`src/rtl/parity_pkg.sv`:
```
// Shared types and default sizes for the parity checker.
package parity_pkg;

    localparam int DEF_WIDTH     = 8;
    localparam int DEF_TAG_WIDTH = 4;
    localparam int DEF_CNT_WIDTH = 8;

    // Error alert states: ALERT holds the first error, OVF flags a later one.
    typedef enum logic [1:0] {
        ST_IDLE  = 2'd0,
        ST_ALERT = 2'd1,
        ST_OVF   = 2'd2
    } alert_state_e;

endpackage

```
`src/rtl/parity_check_if.sv`:
```
// Stream, counter and alert signals between the parity checker and its user.
interface parity_check_if #(
    parameter int WIDTH     = parity_pkg::DEF_WIDTH,
    parameter int TAG_WIDTH = parity_pkg::DEF_TAG_WIDTH,
    parameter int CNT_WIDTH = parity_pkg::DEF_CNT_WIDTH
);
    logic                 in_valid;
    logic                 in_ready;
    logic [WIDTH-1:0]     in_data;
    logic                 in_parity;
    logic [TAG_WIDTH-1:0] in_tag;
    logic                 out_valid;
    logic                 out_ready;
    logic [WIDTH-1:0]     out_data;
    logic                 out_err;
    logic [CNT_WIDTH-1:0] err_count;
    logic                 cnt_clear;
    logic                 err_irq;
    logic                 err_ovf;
    logic [TAG_WIDTH-1:0] err_tag;
    logic                 err_ack;

    // Producer/consumer side that drives words in and acknowledges alerts.
    modport master (
        output in_valid, in_data, in_parity, in_tag, out_ready, cnt_clear, err_ack,
        input  in_ready, out_valid, out_data, out_err, err_count, err_irq, err_ovf, err_tag
    );

    // Checker side.
    modport slave (
        input  in_valid, in_data, in_parity, in_tag, out_ready, cnt_clear, err_ack,
        output in_ready, out_valid, out_data, out_err, err_count, err_irq, err_ovf, err_tag
    );
endinterface

```
`src/rtl/parity.sv`:
```
// Parity generator: XOR reduction of the data word (even parity bit).
module parity #(
    parameter int WIDTH = 8
) (
    input  logic [WIDTH-1:0] data,
    output logic             par
);
    assign par = ^data;
endmodule

```
`src/rtl/parity_check.sv`:
```
// Parity checker with one output register stage, saturating error counter
// and a sticky alert FSM that records the tag of the first error.
module parity_check #(
    parameter int WIDTH     = parity_pkg::DEF_WIDTH,
    parameter int TAG_WIDTH = parity_pkg::DEF_TAG_WIDTH,
    parameter int CNT_WIDTH = parity_pkg::DEF_CNT_WIDTH,
    parameter int ODD       = 0
) (
    input  logic           clk,
    input  logic           reset,
    parity_check_if.slave  bus
);
    import parity_pkg::*;

    localparam logic                 ODD_BIT = (ODD != 0);
    localparam logic [CNT_WIDTH-1:0] CNT_MAX = '1;
    localparam logic [CNT_WIDTH-1:0] CNT_ONE = CNT_WIDTH'(1);

    logic                 out_valid_q, out_valid_d;
    logic [WIDTH-1:0]     out_data_q,  out_data_d;
    logic                 out_err_q,   out_err_d;
    logic [CNT_WIDTH-1:0] err_count_q, err_count_d;
    logic [TAG_WIDTH-1:0] err_tag_q,   err_tag_d;
    alert_state_e         state_q,     state_d;

    logic calc_par;
    logic word_err;
    logic accept;
    logic accept_err;

    parity #(.WIDTH(WIDTH)) u_parity (
        .data (bus.in_data),
        .par  (calc_par)
    );

    // Handshake: the output register may be refilled while it drains.
    always_comb begin
        bus.in_ready = !out_valid_q || bus.out_ready;
        accept       = bus.in_valid && bus.in_ready;
        word_err     = calc_par ^ bus.in_parity ^ ODD_BIT;
        accept_err   = accept && word_err;
    end

    // Output register: load on accept, empty on drain, otherwise hold.
    always_comb begin
        out_valid_d = out_valid_q;
        out_data_d  = out_data_q;
        out_err_d   = out_err_q;
        if (accept) begin
            out_valid_d = 1'b1;
            out_data_d  = bus.in_data;
            out_err_d   = word_err;
        end else if (bus.out_ready) begin
            out_valid_d = 1'b0;
        end
    end

    // Saturating error counter; a clear still counts a coincident error.
    always_comb begin
        err_count_d = err_count_q;
        if (bus.cnt_clear) begin
            err_count_d = accept_err ? CNT_ONE : '0;
        end else if (accept_err && (err_count_q != CNT_MAX)) begin
            err_count_d = err_count_q + CNT_ONE;
        end
    end

    // Alert FSM next state; the tag is only replaced when entering ALERT.
    always_comb begin
        state_d   = state_q;
        err_tag_d = err_tag_q;
        case (state_q)
            ST_IDLE: begin
                if (accept_err) begin
                    state_d   = ST_ALERT;
                    err_tag_d = bus.in_tag;
                end
            end
            ST_ALERT, ST_OVF: begin
                if (bus.err_ack) begin
                    if (accept_err) begin
                        state_d   = ST_ALERT;
                        err_tag_d = bus.in_tag;
                    end else begin
                        state_d = ST_IDLE;
                    end
                end else if (accept_err) begin
                    state_d = ST_OVF;
                end
            end
            default: state_d = ST_IDLE;
        endcase
    end

    // State registers; reset wins over any word in flight.
    always_ff @(posedge clk) begin
        if (reset) begin
            out_valid_q <= 1'b0;
            out_data_q  <= '0;
            out_err_q   <= 1'b0;
            err_count_q <= '0;
            err_tag_q   <= '0;
            state_q     <= ST_IDLE;
        end else begin
            out_valid_q <= out_valid_d;
            out_data_q  <= out_data_d;
            out_err_q   <= out_err_d;
            err_count_q <= err_count_d;
            err_tag_q   <= err_tag_d;
            state_q     <= state_d;
        end
    end

    assign bus.out_valid = out_valid_q;
    assign bus.out_data  = out_data_q;
    assign bus.out_err   = out_err_q;
    assign bus.err_count = err_count_q;
    assign bus.err_tag   = err_tag_q;
    assign bus.err_irq   = (state_q != ST_IDLE);
    assign bus.err_ovf   = (state_q == ST_OVF);

endmodule

```
`src/flat_wrapper.sv`:
```
// flat-port wrapper written by rule: the top's interface ports become plain ports
module parity_check_flat import parity_pkg::*;
#(
    parameter int WIDTH     = parity_pkg::DEF_WIDTH,
    parameter int TAG_WIDTH = parity_pkg::DEF_TAG_WIDTH,
    parameter int CNT_WIDTH = parity_pkg::DEF_CNT_WIDTH,
    parameter int ODD       = 0
)
  (clk, reset, bus_in_valid, bus_in_data, bus_in_parity, bus_in_tag, bus_out_ready, bus_cnt_clear, bus_err_ack, bus_in_ready, bus_out_valid, bus_out_data, bus_out_err, bus_err_count, bus_err_irq, bus_err_ovf, bus_err_tag);
  parity_check_if #(.WIDTH(WIDTH), .TAG_WIDTH(TAG_WIDTH), .CNT_WIDTH(CNT_WIDTH)) bus_i ();
  input  logic clk;
  input  logic reset;
  input wire logic [$bits(bus_i.in_valid)-1:0] bus_in_valid;
  input wire logic [$bits(bus_i.in_data)-1:0] bus_in_data;
  input wire logic [$bits(bus_i.in_parity)-1:0] bus_in_parity;
  input wire logic [$bits(bus_i.in_tag)-1:0] bus_in_tag;
  input wire logic [$bits(bus_i.out_ready)-1:0] bus_out_ready;
  input wire logic [$bits(bus_i.cnt_clear)-1:0] bus_cnt_clear;
  input wire logic [$bits(bus_i.err_ack)-1:0] bus_err_ack;
  output wire logic [$bits(bus_i.in_ready)-1:0] bus_in_ready;
  output wire logic [$bits(bus_i.out_valid)-1:0] bus_out_valid;
  output wire logic [$bits(bus_i.out_data)-1:0] bus_out_data;
  output wire logic [$bits(bus_i.out_err)-1:0] bus_out_err;
  output wire logic [$bits(bus_i.err_count)-1:0] bus_err_count;
  output wire logic [$bits(bus_i.err_irq)-1:0] bus_err_irq;
  output wire logic [$bits(bus_i.err_ovf)-1:0] bus_err_ovf;
  output wire logic [$bits(bus_i.err_tag)-1:0] bus_err_tag;
  assign bus_i.in_valid = bus_in_valid;
  assign bus_i.in_data = bus_in_data;
  assign bus_i.in_parity = bus_in_parity;
  assign bus_i.in_tag = bus_in_tag;
  assign bus_i.out_ready = bus_out_ready;
  assign bus_i.cnt_clear = bus_cnt_clear;
  assign bus_i.err_ack = bus_err_ack;
  assign bus_in_ready = bus_i.in_ready;
  assign bus_out_valid = bus_i.out_valid;
  assign bus_out_data = bus_i.out_data;
  assign bus_out_err = bus_i.out_err;
  assign bus_err_count = bus_i.err_count;
  assign bus_err_irq = bus_i.err_irq;
  assign bus_err_ovf = bus_i.err_ovf;
  assign bus_err_tag = bus_i.err_tag;
  parity_check #(.WIDTH(WIDTH), .TAG_WIDTH(TAG_WIDTH), .CNT_WIDTH(CNT_WIDTH), .ODD(ODD)) u_core (.clk(clk), .reset(reset), .bus(bus_i));
endmodule
```
`config.mk`:
```
export PLATFORM = sky130hd
export DESIGN_NAME = parity_check_flat
export DESIGN_NICKNAME = d
export VERILOG_FILES = /design/src/rtl/parity_pkg.sv /design/src/rtl/parity_check_if.sv /design/src/rtl/parity.sv /design/src/rtl/parity_check.sv /design/src/flat_wrapper.sv
export SDC_FILE = /design/constraint.sdc
export NUM_CORES = 1
export LEC_CHECK = 0
export BUFFER_PORTS_ARGS = -buffer_cell sky130_fd_sc_hd__buf_4
export CAP_MARGIN = 15
export CELL_PAD_IN_SITES_DETAIL_PLACEMENT = 1
export CELL_PAD_IN_SITES_GLOBAL_PLACEMENT = 1
export CORE_ASPECT_RATIO = 0.9
export CORE_MARGIN = 4
export CORE_UTILIZATION = 36
export CTS_BUF_LIST = sky130_fd_sc_hd__clkbuf_8
export DETAILED_ROUTE_END_ITERATION = 8
export GPL_TIMING_DRIVEN = 0
export HOLD_SLACK_MARGIN = 0.06
export PLACE_DENSITY = 0.83
export SYNTH_ARGS = -nofsm -noshare
export SYNTH_HDL_FRONTEND = slang
export SYNTH_SLANG_ARGS = --single-unit
```
`constraint.sdc`:
```
create_clock -name clk -period 3.3 [get_ports clk]
set_clock_uncertainty 0.15 [all_clocks]
set_input_delay 0.99 -clock clk [delete_from_list [all_inputs] [get_ports clk]]
set_output_delay 0.99 -clock clk [all_outputs]
set_load 0.005 [all_outputs]
```
==> results.py <==
metrics = {
    "outcome": {
        "status": "completed",
    },
    "routing": {
        "ant_nets": 0,
        "drc_errors": 0,
        "route.detailed.wl_per_inst_um": 15.28,
        "wl_mm": 3.439,
        "vias": 1200,
        "drt_iter0_drc": 35,
        "avgViaCountPerCell": 5.333,
        "firstDrtPassIters": 4,
    },
    "logic_synthesis": {
        "synth_compound_area_share_pct": 15.76,
        "synthTopCellsByArea": "dfxtp_1, a21oi_1, nand2_1",
        "synth_nets": 159,
        "synth_top_cell_by_area": "dfxtp_1",
        "synth.distinct_cells": 33,
        "synth-simple-area-share_pct": 24.43,
        "synth.area.mux_share_pct": 5.115,
        "yosys.cell_count.top_type": "dfxtp_1",
        "synth.top_cell.area_share_pct": 40.08,
        "ys_warn_count": 0,
        "syn_area_per_cell_um2": 8.814,
        "synth_top_family_by_area": "simple AND/OR/NAND/NOR gates",
        "synthAdderAreaFrac_pct": 4.175,
        "ys_seq_elements": 24,
        "syn-instance-count": 136,
        "synthXorXnorAreaFrac_pct": 6.054,
        "seq_area_frac_synth_pct": 40.08,
        "synth_edf_count": 0,
        "async_reset_ff_share_pct": 0,
        "yosys-top-cells-count": "dfxtp_1, nand2_1, a21oi_1",
        "syn-cell-area_um2": 1199,
        "ys.flop_type": "dfxtp_1",
    },
    "placement": {
        "place_congestion": 0.7408,
        "io_buffers": 43,
        "place_hpwl_mm": 2.657,
        "pre_cts_ws_ns": 0.3478,
    },
    "critical_path": {
        "crit-reg2reg-launch": "u_core.bus.out_valid$_SDFFE_PP0P_",
        "crit_start": "bus_in_data[2]",
        "worstRegToRegCells": 6,
        "end_kind": "flop",
        "cp.arrival_ns": 2.75,
        "r2r_end": "u_core.bus.err_count[7]$_SDFFE_PP0P_",
        "cp-start-kind": "primary input",
        "worstPathMaxFanout": 10,
        "ff2ff_setup_slack_ns": 1.35,
        "endpoint": "u_core.bus.err_count[7]$_SDFFE_PP0P_",
        "crit_required_ns": 3.36,
        "critical_path_class": "primary input to flop",
    },
    "run": {
        "drv_cap": 0,
    },
    "power": {
        "power_density_nw_per_um2": 479.3,
        "p_leak_nw": 0.7024,
        "pwr-share-comb_pct": 25.1,
        "power_mw": 0.7887,
        "switching_share_pct": 26.88,
        "internal_power_mw": 0.5767,
        "p_seq_share_pct": 41.5,
        "power.switching_mw": 0.2120,
        "peakVddDrop_mv": 0.3138,
        "clkPwrFrac_pct": 33.4,
    },
    "floorplanning": {
        "die_y_um": 62.74,
        "die_area_um2": 4318,
        "coreArea_um2": 3114,
        "die_w_um": 68.83,
        "start_util_pct": 38.49,
        "io_pins": 44,
        "rows": 19,
    },
    "timing": {
        "max-slew-margin-rel_pct": 71.11,
        "worst_pin_slew_ns": 0.4310,
        "setup_viol": 0,
        "drv_slew": 0,
        "rsz0062_at_grt": "false",
        "hold_ws_ns": 0.3136,
        "timing.fmax_mhz": 370.7,
        "finalHoldViolCount": 0,
        "worst_slack_ns": 0.6026,
        "fin_crit_ns": 2.697,
        "fin_setup_tns_ns": 0,
        "finalCritPeriodShare_pct": 81.74,
    },
    "final_layout": {
        "drive_gt1_share_pct": 29.51,
        "fillers": 383,
        "nets": 207,
        "area_delta_synth_final_pct": 37.27,
        "diodes": 0,
        "post-route-util_pct": 52.83,
        "seq_area_um2": 480.5,
        "multi_input_area_um2": 665.6,
    },
    "global_routing": {
        "grt_pass1_vias": 1293,
        "grt_max_degree": 15,
        "grt_antenna_before_repair": 0,
        "grt.total_usage_pct": 17.15,
        "grt-ovfl-total": 0,
        "grt_pass1_wl_mm": 5.740,
    },
    "cts": {
        "ctsResizeCount": 0,
        "cts_tree": "yes",
        "clkSlewWorstSetupHoldPaths_ns": 0.09,
        "post_cts_buffers": 0,
        "cts_made_buffers": 3,
        "htree_levels": 1,
        "postCtsHoldBufs": 0,
        "cts.sinks": 24,
        "clockRootBuffer": "clkbuf_8",
        "clk_path_buf_depth": 2,
        "insertion_delay_ns": 0.27,
    },
    "min_path": {
        "hold_path_class": "flop to flop",
    },
}
area by class of cell:
cell class,instances,share of cell area (%)
clock inverter,1,1.825
timing repair buffer,43,19.62
tap,42,3.194
sequential,24,29.20
multi-input combinational,101,40.46
buffer,6,2.053
inverter,5,1.141
clock buffer,3,2.510
worst max-delay path: stages:
cell and delay (ns):
buf_4 0.12, xor2_1 0.15, xnor3_1 0.46, mux2i_1 0.18
buf_6 0.17, or4_1 0.52, a21oi_1 0.17
kinds of logic after synthesis:
family,count (synthesis)
simple gates,55
compound gates,31
flops,24
buf+inv,11
mux,6
xor+xnor,5
fa+ha+maj,4
layout by cell type (no fill, tap or decap), types with 3 or more instances in the layout:
cell type	synthesis	final
inv_1	5	5
o41ai_1	3	3
buf_4	1	44
clkbuf_1	3	3
dfxtp_1	24	24
mux2i_1	5	5
o31ai_1	4	4
or4_1	6	6
and2_1	3	3
nor2_1	3	3
nand2b_1	9	9
clkbuf_8	0	3
nand2_1	23	23
a21oi_1	18	18
ha_1	4	4
flip-flops by register name, indices dropped and copies added (netlist names):
| name | flops |
|---|---|
| u_core.bus.out_data | 8 |
| u_core.bus.out_err | 1 |
| u_core.bus.err_count | 8 |
| u_core.bus.out_valid | 1 |
| u_core.bus.err_tag | 4 |
| u_core.state_q | 2 |
metal layers:
layer	up-vias	global-route usage, %	part of all wire [%]
li1	575	-	-
met1	582	19.47	40
met2	37	29.68	52
met3	6	4.676	6.3
met4	0	6.326	1.1
met5	-	0	0
power groups by stage:
stage               registers, mW  logic [mW]  clock network [mW]
floorplan                   0.332       0.112                   0
global placement            0.331       0.187                   0
detailed placement          0.334       0.197                   0
CTS                         0.327       0.200               0.266
global route                0.330       0.218               0.281
finish                      0.327       0.198               0.263
how the worst min path moves through the flow:
stage          slack, ns                                 from  cells after the start                             endpoint
2_1_floorplan       0.30  u_core.bus.out_data[0]$_SDFFE_PP0P_                      2  u_core.bus.out_data[0]$_SDFFE_PP0P_
3_3_place_gp        0.30  u_core.bus.out_data[5]$_SDFFE_PP0P_                      2  u_core.bus.out_data[5]$_SDFFE_PP0P_
3_5_place_dp        0.31  u_core.bus.out_data[7]$_SDFFE_PP0P_                      2  u_core.bus.out_data[7]$_SDFFE_PP0P_
4_1_cts             0.32  u_core.bus.out_data[3]$_SDFFE_PP0P_                      2  u_core.bus.out_data[3]$_SDFFE_PP0P_
5_1_grt             0.35  u_core.bus.out_data[2]$_SDFFE_PP0P_                      2  u_core.bus.out_data[2]$_SDFFE_PP0P_
6_report            0.31  u_core.bus.out_data[3]$_SDFFE_PP0P_                      2  u_core.bus.out_data[3]$_SDFFE_PP0P_
stage by stage:
stage | instances | area (µm²)
after floorplan | 136 | 1199
final | 225 | 1645
after global placement | 221 | 1574
after detailed placement | 221 | 1574
after CTS | 225 | 1645
after global routing | 225 | 1645
Power figures use the tool's default switching activity.
